**config.mk**
```make
export PLATFORM = sky130hd
export DESIGN_NAME = spi_tx_feeder_flat
export DESIGN_NICKNAME = d
export VERILOG_FILES = /design/src/rtl/spi_tx_feeder_if.sv /design/src/rtl/spi_tx_feeder.sv /design/src/flat_wrapper.sv
export SDC_FILE = /design/constraint.sdc
export NUM_CORES = 1
export LEC_CHECK = 0
export CAP_MARGIN = 20
export CORE_MARGIN = 2
export CORE_UTILIZATION = 40
export DETAILED_ROUTE_END_ITERATION = 10
export PLACE_DENSITY = 0.65
export SYNTH_ARGS = -nofsm -noshare
export SYNTH_HDL_FRONTEND = slang
export SYNTH_SLANG_ARGS = --single-unit
```
**constraint.sdc**
```tcl
create_clock -name CLK -period 2.6 [get_ports CLK]
set_clock_uncertainty 0.05 [all_clocks]
set_input_delay 0.52 -clock CLK [delete_from_list [all_inputs] [get_ports CLK]]
set_output_delay 0.52 -clock CLK [all_outputs]
set_load 0.005 [all_outputs]
```
**src/rtl/spi_tx_feeder_if.sv**
```systemverilog
// Host push / SPI interface bundle for spi_tx_feeder.
// Master modport belongs to the host and sender side; slave modport belongs to the feeder.
interface spi_tx_feeder_if #(
  parameter int unsigned AW = 3
) ();
  logic          ENABLE;
  logic          PUSH;
  logic [7:0]    PUSH_DATA;
  logic          FULL;
  logic          EMPTY;
  logic [AW:0]   COUNT;
  logic          SPI_WRITE;
  logic [7:0]    SPI_DATA;
  logic          SPI_TX_EMPTY;
  logic          BUSY;
  logic          OVERFLOW;
  logic          TIMEOUT_ERR;

  modport master (
    output ENABLE, PUSH, PUSH_DATA, SPI_TX_EMPTY,
    input  FULL, EMPTY, COUNT, SPI_WRITE, SPI_DATA, BUSY, OVERFLOW, TIMEOUT_ERR
  );

  modport slave (
    input  ENABLE, PUSH, PUSH_DATA, SPI_TX_EMPTY,
    output FULL, EMPTY, COUNT, SPI_WRITE, SPI_DATA, BUSY, OVERFLOW, TIMEOUT_ERR
  );
endinterface

```
**src/rtl/spi_tx_feeder.sv**
```systemverilog
// Transmit byte FIFO plus pacing sequencer feeding one byte at a time to the SPI block.
// All outputs are registered; the write strobe appears on the edge that leaves LOAD.
module spi_tx_feeder #(
  parameter int unsigned DEPTH   = 8,
  parameter int unsigned AW      = 3,
  parameter int unsigned TIMEOUT = 16
) (
  input  logic           CLK,
  input  logic           CLR,
  spi_tx_feeder_if.slave bus
);
  localparam int unsigned CW = AW + 1;
  localparam int unsigned TW = $clog2(TIMEOUT + 1);

  typedef enum logic [1:0] {
    S_IDLE      = 2'd0,
    S_LOAD      = 2'd1,
    S_WAIT_ACK  = 2'd2,
    S_WAIT_DONE = 2'd3
  } state_t;

  state_t        state;
  state_t        state_nxt;

  logic [7:0]    mem [DEPTH];
  logic [AW-1:0] wptr;
  logic [AW-1:0] rptr;
  logic [CW-1:0] count;
  logic [CW-1:0] count_nxt;
  logic [TW-1:0] tmo_cnt;
  logic [TW-1:0] tmo_cnt_nxt;
  logic          full;
  logic          empty;
  logic          overflow;
  logic          timeout_err;
  logic          spi_write;
  logic [7:0]    spi_data;
  logic          busy;

  logic          push_ok;
  logic          pop;
  logic          write_nxt;
  logic          tmo_hit;

  // FULL is the registered flag, so a push while full is dropped even if a pop happens now
  assign push_ok = bus.PUSH && !full;

  // State register
  always_ff @(posedge CLK) begin
    if (CLR) state <= S_IDLE;
    else     state <= state_nxt;
  end

  // Next-state logic
  always_comb begin
    state_nxt = state;
    case (state)
      S_IDLE: begin
        if (bus.ENABLE && !empty && bus.SPI_TX_EMPTY) state_nxt = S_LOAD;
      end
      S_LOAD: state_nxt = S_WAIT_ACK;
      S_WAIT_ACK: begin
        if (!bus.SPI_TX_EMPTY)                    state_nxt = S_WAIT_DONE;
        else if (tmo_cnt == TW'(TIMEOUT - 1))     state_nxt = S_IDLE;
      end
      S_WAIT_DONE: begin
        if (bus.SPI_TX_EMPTY) state_nxt = S_IDLE;
      end
      default: state_nxt = S_IDLE;
    endcase
  end

  // Per-state actions: pop and strobe in LOAD, handshake timer in WAIT_ACK
  always_comb begin
    pop         = 1'b0;
    write_nxt   = 1'b0;
    tmo_hit     = 1'b0;
    tmo_cnt_nxt = tmo_cnt;
    case (state)
      S_LOAD: begin
        pop         = 1'b1;
        write_nxt   = 1'b1;
        tmo_cnt_nxt = '0;
      end
      S_WAIT_ACK: begin
        if (bus.SPI_TX_EMPTY) begin
          if (tmo_cnt == TW'(TIMEOUT - 1)) tmo_hit = 1'b1;
          else                              tmo_cnt_nxt = tmo_cnt + TW'(1);
        end
      end
      default: ;
    endcase
  end

  // Occupancy after this edge
  always_comb begin
    count_nxt = count;
    if (push_ok && !pop)      count_nxt = count + CW'(1);
    else if (!push_ok && pop) count_nxt = count - CW'(1);
  end

  // Storage array; contents are don't-care after reset since the pointers restart
  always_ff @(posedge CLK) begin
    if (!CLR && push_ok) mem[wptr] <= bus.PUSH_DATA;
  end

  // Pointers, status flags and registered outputs
  always_ff @(posedge CLK) begin
    if (CLR) begin
      wptr        <= '0;
      rptr        <= '0;
      count       <= '0;
      full        <= 1'b0;
      empty       <= 1'b1;
      tmo_cnt     <= '0;
      spi_write   <= 1'b0;
      spi_data    <= 8'h00;
      busy        <= 1'b0;
      overflow    <= 1'b0;
      timeout_err <= 1'b0;
    end else begin
      if (push_ok) wptr <= wptr + AW'(1);
      if (pop) begin
        rptr     <= rptr + AW'(1);
        spi_data <= mem[rptr];
      end
      count     <= count_nxt;
      full      <= (count_nxt == CW'(DEPTH));
      empty     <= (count_nxt == '0);
      tmo_cnt   <= tmo_cnt_nxt;
      spi_write <= write_nxt;
      busy      <= (state_nxt != S_IDLE);
      if (bus.PUSH && full) overflow    <= 1'b1;
      if (tmo_hit)          timeout_err <= 1'b1;
    end
  end

  assign bus.FULL        = full;
  assign bus.EMPTY       = empty;
  assign bus.COUNT       = count;
  assign bus.SPI_WRITE   = spi_write;
  assign bus.SPI_DATA    = spi_data;
  assign bus.BUSY        = busy;
  assign bus.OVERFLOW    = overflow;
  assign bus.TIMEOUT_ERR = timeout_err;

endmodule

```
**src/flat_wrapper.sv**
```systemverilog
// flat-port wrapper written by rule: the top's interface ports become plain ports
module spi_tx_feeder_flat 
#(
  parameter int unsigned DEPTH   = 8,
  parameter int unsigned AW      = 3,
  parameter int unsigned TIMEOUT = 16
)
  (CLK, CLR, bus_ENABLE, bus_PUSH, bus_PUSH_DATA, bus_SPI_TX_EMPTY, bus_FULL, bus_EMPTY, bus_COUNT, bus_SPI_WRITE, bus_SPI_DATA, bus_BUSY, bus_OVERFLOW, bus_TIMEOUT_ERR);
  spi_tx_feeder_if #(.AW(AW)) bus_i ();
  input  logic CLK;
  input  logic CLR;
  input wire logic [$bits(bus_i.ENABLE)-1:0] bus_ENABLE;
  input wire logic [$bits(bus_i.PUSH)-1:0] bus_PUSH;
  input wire logic [$bits(bus_i.PUSH_DATA)-1:0] bus_PUSH_DATA;
  input wire logic [$bits(bus_i.SPI_TX_EMPTY)-1:0] bus_SPI_TX_EMPTY;
  output wire logic [$bits(bus_i.FULL)-1:0] bus_FULL;
  output wire logic [$bits(bus_i.EMPTY)-1:0] bus_EMPTY;
  output wire logic [$bits(bus_i.COUNT)-1:0] bus_COUNT;
  output wire logic [$bits(bus_i.SPI_WRITE)-1:0] bus_SPI_WRITE;
  output wire logic [$bits(bus_i.SPI_DATA)-1:0] bus_SPI_DATA;
  output wire logic [$bits(bus_i.BUSY)-1:0] bus_BUSY;
  output wire logic [$bits(bus_i.OVERFLOW)-1:0] bus_OVERFLOW;
  output wire logic [$bits(bus_i.TIMEOUT_ERR)-1:0] bus_TIMEOUT_ERR;
  assign bus_i.ENABLE = bus_ENABLE;
  assign bus_i.PUSH = bus_PUSH;
  assign bus_i.PUSH_DATA = bus_PUSH_DATA;
  assign bus_i.SPI_TX_EMPTY = bus_SPI_TX_EMPTY;
  assign bus_FULL = bus_i.FULL;
  assign bus_EMPTY = bus_i.EMPTY;
  assign bus_COUNT = bus_i.COUNT;
  assign bus_SPI_WRITE = bus_i.SPI_WRITE;
  assign bus_SPI_DATA = bus_i.SPI_DATA;
  assign bus_BUSY = bus_i.BUSY;
  assign bus_OVERFLOW = bus_i.OVERFLOW;
  assign bus_TIMEOUT_ERR = bus_i.TIMEOUT_ERR;
  spi_tx_feeder #(.DEPTH(DEPTH), .AW(AW), .TIMEOUT(TIMEOUT)) u_core (.CLK(CLK), .CLR(CLR), .bus(bus_i));
endmodule
```
==> results.sh, run 1 <==
export IMPL_setup_viol=0
export IMPL_finalHoldViolCount=0
export IMPL_die_height_microns=102
export IMPL_num_vias=2125
export IMPL_grt_pass1_vias=2078
export IMPL_num_rows=35
export IMPL_max_stage_delay_ns=0.56
export IMPL_crit_fanout=8
export IMPL_status="complete, no violations"
export IMPL_syn_nets=269
export IMPL_multi_input_area_sq_um=1170
export IMPL_power_density_nw_per_um2=645
export IMPL_yosysSeqAreaShare=0.667
export IMPL_vias_per_cell=5.02
export IMPL_rsz0062_at_grt="false"
export IMPL_critPathLaunchType="flop"
export IMPL_num_io_pins=31
export IMPL_postCtsSetupBuffers=0
export IMPL_tightest_slew_ns=0.558
export IMPL_cp_buffers_inverters=1
export IMPL_rrSetupSlack_ns=0.86
export IMPL_cts_reportedPaths_clkPinSlew_ns=0.09
export IMPL_synth_top_family_by_area="multiplexers"
export IMPL_power_mw=2.89
export IMPL_avgSynthCellArea_sq_um=15.2
export IMPL_vdd_drop_max_uv=229
export IMPL_place_congestion=0.836
export IMPL_max_cap_viol_count=0
export IMPL_clock_sinks=95
export IMPL_critical_path_class="flop to primary output"
export IMPL_first_iter_violations=112
export IMPL_crit_slowest_cell="clkdlybuf4s50_1"
export IMPL_slew_violations=0
export IMPL_muxShareOfSynthArea=0.116
export IMPL_ys_ff_latch=95
export IMPL_drt_total_wl_mm=6.59
export IMPL_synth_area_leader_cell="edfxtp_1"
export IMPL_power_leakage_nw=1.47
export IMPL_grt_ovfl_total=0
export IMPL_clockRootBuffer="clkbuf_8"
export IMPL_routed_top_layer="met4"
export IMPL_yosysUniqueCellTypes=44
export IMPL_synth_fa_ha_area_frac=0.0197
export IMPL_cp_top_family="buffers and inverters"
export IMPL_route_detailed_drc=0
export IMPL_register_area_sq_um=2540
export IMPL_synth_compound_area_frac=0.0568
export IMPL_syn_to_final_growth_pct=17.4
export IMPL_synth_xor_area_frac=0.0250
export IMPL_nFillCells=787
export IMPL_yosysTopAreaCellShare=0.504
export IMPL_track_usage=0.140
export IMPL_antenna_found_initial=0
export IMPL_start_util=0.412
export IMPL_grt_first_pass_wirelength_mm=10.6
export IMPL_final_antenna_net_count=0
export IMPL_crit_arrival_ns=1.39
export IMPL_wl_per_cell_microns=15.6
export IMPL_die_w_microns=102
export IMPL_route_met2_wl_mm=3.05
export IMPL_timing_final_crit_share=0.754
export IMPL_hold_buffers=0
export IMPL_netlist_area_sq_um=3810
export IMPL_slew_headroom=0.627
export IMPL_crit_path_cell_trace="clkdlybuf4s50_1"
export IMPL_hpwl_mm=4.43
export IMPL_core_area_sq_um=9240
export IMPL_drive_gt1_frac=0.177
export IMPL_async_flop_share=0
export IMPL_synth_edf_count=64
export IMPL_end_kind="primary output"
export IMPL_grt_max_degree=32
export IMPL_drtPass1Iterations=4
export IMPL_synth_simple_area_share=0.0900
export IMPL_diodes=0
export IMPL_cts_tree="built"
export IMPL_cp_required_ns=2.03
export IMPL_fmax_mhz=510
export IMPL_ys_flop_type="edfxtp_1"
export IMPL_synthCells=250
export IMPL_clk_insertion_delay_late_ns=0.36
export IMPL_min_period_ns=1.96
export IMPL_finalSetupTns_ns=0
export IMPL_cts_resized=0
export IMPL_wirelength_met1_mm=3.18
export IMPL_wl_met3_microns=235
export IMPL_max_clock_path_buffers=2
export IMPL_fin_nets=308
export IMPL_hp_class="flop to flop"
export IMPL_die_area_sq_um=10300
export IMPL_cts_inserted_buffers=9
export IMPL_htreeDepth=3
export IMPL_yosys_top_cells_area="edfxtp_1, dfxtp_1, mux4_2, nor2_1, mux2i_1"
export IMPL_yosysWarnings=0
export IMPL_io_buffers=30
area by class of cell:
type                       instances  area share
sequential                        95       0.568
multi-input combinational        137       0.261
timing repair buffer              42      0.0872
tap                              129      0.0361
clock buffer                       9      0.0277
clock inverter                     7      0.0162
inverter                           4     0.00335
report_power, final:
| group | switching [mW] | internal, mW |
|---|---|---|
| sequential | 0.0354 | 1.65 |
| combinational | 0.132 | 0.137 |
| clock | 0.556 | 0.375 |
metrics by stage:
stage               std cells  worst slack, ns  utilization  cell area (sq um)  hold WS, ns
finish                    423            0.640        0.484               4480        0.433
global route              423            0.584        0.484               4480        0.465
CTS                       423            0.616        0.484               4480        0.439
detailed placement        407            0.401        0.463               4280        0.414
global placement          407            0.420        0.463               4280        0.400
floorplan                 250            0.431            -               3810        0.399
sequential cells by signal (all words and copies together), names as in the netlist, 2 cells and up:
register             cells
u_core.bus.COUNT         4
u_core.state             2
u_core.rptr              3
u_core.wptr              3
u_core.mem              64
u_core.tmo_cnt           5
u_core.bus.SPI_DATA      8
routing by layer:
layer | track usage | up-vias
met5 | 0 | -
met4 | 0.0613 | 0
met3 | 0.0373 | 10
met2 | 0.203 | 45
met1 | 0.197 | 1053
li1 | - | 1017
worst min-delay path: cells and delay by family (launching register included):
family / cells / cell delay [ns]
simple gates: 1 / 0.07
compound gates: 1 / 0.04
flops: 1 / 0.34
placed cells by master (no fill, tap or decap), drive strengths merged, types with 2 or more instances in the layout:
master | synthesis | final
o21ai | 3 | 3
edfxtp | 64 | 64
nand2 | 13 | 13
nor2 | 33 | 33
xor2 | 6 | 6
nor3 | 6 | 6
nor4b | 2 | 2
mux4 | 16 | 16
inv | 4 | 7
xnor2 | 4 | 4
mux2i | 8 | 8
clkdlybuf4s50 | 0 | 30
dfxtp | 31 | 31
ha | 6 | 6
clkinv | 0 | 3
a21oi | 9 | 9
clkbuf | 6 | 9
a211oi | 10 | 10
nand3 | 2 | 2
nand2b | 2 | 2
nand3b | 2 | 2
buf | 8 | 12
cell families (layout without fill, tap and decap cells):
logic type,Yosys count,after routing
flip-flops,95,95
AO/OA/AOI/OAI,29,29
buffers and inverters,18,62
adder cells (fa/ha/maj),6,6
XOR/XNOR,10,10
multiplexers,24,24
AND/OR/NAND/NOR,68,68
Yosys cell counts, drive strengths merged, types with 2 or more instances:
library cell	number
edfxtp	64
nor2	33
dfxtp	31
mux4	16
nand2	13
a211oi	10
a21oi	9
buf	8
mux2i	8
clkbuf	6
ha	6
nor3	6
xor2	6
inv	4
xnor2	4
o21ai	3
nand2b	2
nand3	2
nand3b	2
nor4b	2
worst paths after layout:
path / end / depth (start not counted) / from
worst max register to register: u_core.tmo_cnt[3]$_SDFFE_PP0P_ / 7 / u_core.tmo_cnt[0]$_SDFFE_PP0P_
worst min register to register: u_core.bus.OVERFLOW$_SDFFE_PP0P_ / 2 / u_core.bus.OVERFLOW$_SDFFE_PP0P_
worst max-delay path: bus_COUNT[1] / 1 / u_core.bus.COUNT[1]$_SDFF_PP0_
worst min-delay path: u_core.bus.OVERFLOW$_SDFFE_PP0P_ / 2 / u_core.bus.OVERFLOW$_SDFFE_PP0P_
Power figures use the tool's default switching activity.
==> inputs of run 2 (changes only) <==
- PLACE_DENSITY: 0.65 -> 0.68
- clock period: 2.6 -> 1.75 ns (I/O delays scaled with it)
==> run 2 against run 1 <==
Compared with the run above: combinational power is 65% higher; largest power group unchanged; highest routed layer unchanged; design area rose by 3.0%; cell count grew 2.1%; largest cell class unchanged.
==> results.sh, run 2 (same netlist as run 1, synthesis figures left out) <==
export IMPL_status="complete, no violations"
export IMPL_max_clock_path_buffers=2
export IMPL_slew_violations=0
export IMPL_regMostFlops="u_core.mem"
export IMPL_worstRegToRegCells=7
export IMPL_design_area_sq_um=4610
export IMPL_cp_top_family="buffers and inverters"
export IMPL_final_core_util=0.499
export IMPL_wl_per_cell_microns=15.6
export IMPL_cp_buffers_inverters=1
export IMPL_power_leakage_nw=1.55
export IMPL_startpoint="u_core.bus.COUNT[3]$_SDFF_PP0_"
export IMPL_critPathLaunchType="flop"
export IMPL_final_common_cell="edfxtp_1"
export IMPL_drtPass1Iterations=4
export IMPL_die_height_microns=102
export IMPL_rrSetupSlack_ns=0.07
export IMPL_start_util=0.412
export IMPL_fmax_mhz=595
export IMPL_grt_max_degree=32
export IMPL_critical_path_class="flop to primary output"
export IMPL_io_buffers=30
export IMPL_vdd_drop_max_uv=480
export IMPL_postCtsSetupBuffers=0
export IMPL_clk_insertion_delay_late_ns=0.36
export IMPL_max_cap_viol_count=0
export IMPL_track_usage=0.141
export IMPL_cts_reportedPaths_clkPinSlew_ns=0.09
export IMPL_first_iter_violations=106
export IMPL_layout_common_cells="edfxtp_1, nor2_1, clkdlybuf4s50_1, dfxtp_1, buf_4"
export IMPL_grt_pass1_vias=2064
export IMPL_drive_gt1_frac=0.221
export IMPL_clock_sinks=95
export IMPL_slew_headroom=0.748
export IMPL_num_io_pins=31
export IMPL_htreeDepth=3
export IMPL_cts_inserted_buffers=9
export IMPL_setup_viol=0
export IMPL_die_area_sq_um=10300
export IMPL_core_area_sq_um=9240
export IMPL_placed_cells=416
export IMPL_cts_tree="built"
export IMPL_clockRootBuffer="clkbuf_8"
export IMPL_drt_total_wl_mm=6.72
export IMPL_crit_fanout=3
export IMPL_diodes=0
export IMPL_crit_slowest_cell="clkdlybuf4s50_1"
export IMPL_num_vias=2108
export IMPL_hpwl_mm=4.40
export IMPL_timing_final_crit_share=0.961
export IMPL_final_cells=432
export IMPL_tightest_slew_ns=0.379
export IMPL_worstSetupPathDepth=1
export IMPL_finalHoldViolCount=0
export IMPL_largest_reg_flops=64
export IMPL_hp_class="flop to flop"
export IMPL_crit_arrival_ns=1.28
export IMPL_finalSetupTns_ns=0
export IMPL_placedInstanceArea_sq_um=4380
export IMPL_route_detailed_drc=0
export IMPL_fin_nets=317
export IMPL_r2r_end="u_core.tmo_cnt[0]$_SDFFE_PP0P_"
export IMPL_reg2reg_from="u_core.tmo_cnt[1]$_SDFFE_PP0P_"
export IMPL_max_stage_delay_ns=0.52
export IMPL_power_mw=4.36
export IMPL_crit_path_cell_trace="clkdlybuf4s50_1"
export IMPL_grt_ovfl_total=0
export IMPL_antenna_found_initial=0
export IMPL_cp_required_ns=1.35
export IMPL_end_kind="primary output"
export IMPL_place_congestion=0.800
export IMPL_crit_path_end="bus_COUNT[3]"
export IMPL_die_w_microns=102
export IMPL_final_antenna_net_count=0
export IMPL_syn_to_final_growth_pct=20.9
export IMPL_min_period_ns=1.68
export IMPL_num_rows=35
export IMPL_grt_first_pass_wirelength_mm=10.8
export IMPL_vias_per_cell=4.88
export IMPL_power_density_nw_per_um2=947
run 2: worst min path at each step:
stage                                             start                                   to  slack [ns]  depth (start not counted)
floorplan                              bus_PUSH_DATA[0]           u_core.mem[0][0]$_DFFE_PP_        0.40                          0
global placement    u_core.bus.TIMEOUT_ERR$_SDFFE_PP0P_  u_core.bus.TIMEOUT_ERR$_SDFFE_PP0P_        0.40                          2
detailed placement  u_core.bus.TIMEOUT_ERR$_SDFFE_PP0P_  u_core.bus.TIMEOUT_ERR$_SDFFE_PP0P_        0.41                          2
CTS                 u_core.bus.TIMEOUT_ERR$_SDFFE_PP0P_  u_core.bus.TIMEOUT_ERR$_SDFFE_PP0P_        0.43                          2
global route        u_core.bus.SPI_DATA[6]$_SDFFE_PP0P_  u_core.bus.SPI_DATA[6]$_SDFFE_PP0P_        0.48                          2
finish              u_core.bus.TIMEOUT_ERR$_SDFFE_PP0P_  u_core.bus.TIMEOUT_ERR$_SDFFE_PP0P_        0.42                          2
run 2: timing repair:
| item | in CTS | in global routing |
|---|---|---|
| pin swaps | 0 | 1 |
| setup endpoints to repair | 3 | 8 |
| resized for setup | 4 | 6 |
| hold buffers | 0 | 0 |
run 2: per-stage QoR:
step                worst slack [ns]  hold WS, ns
finish                        0.0680        0.424
global route                -0.00476        0.480
CTS                           0.0135        0.434
detailed placement            -0.206        0.413
global placement              -0.182        0.397
floorplan                     0.0229        0.399
run 2: area by class of cell:
cell class                 instances  area (sq um)
fill                             831          4630
multi-input combinational        137          1200
clock inverter                     6          67.6
tap                              129           161
clock buffer                      10           128
timing repair buffer              51           492
sequential                        95          2550
inverter                           4          15.0
run 2: power by group:
group	switching [mW]	internal [mW]	leakage, nW
Clock	0.751	0.669	0.0949
Sequential	0.0409	2.46	0.831
Combinational	0.213	0.234	0.628
run 2: layer usage:
| layer | GRT usage | vias to the layer above | wire, microns |
|---|---|---|---|
| met1 | 0.185 | 1026 | 3100 |
| met4 | 0.0374 | 0 | 71 |
| li1 | - | 1040 | - |
| met5 | 0 | - | 0 |
| met3 | 0.0428 | 9 | 253 |
| met2 | 0.230 | 33 | 3300 |
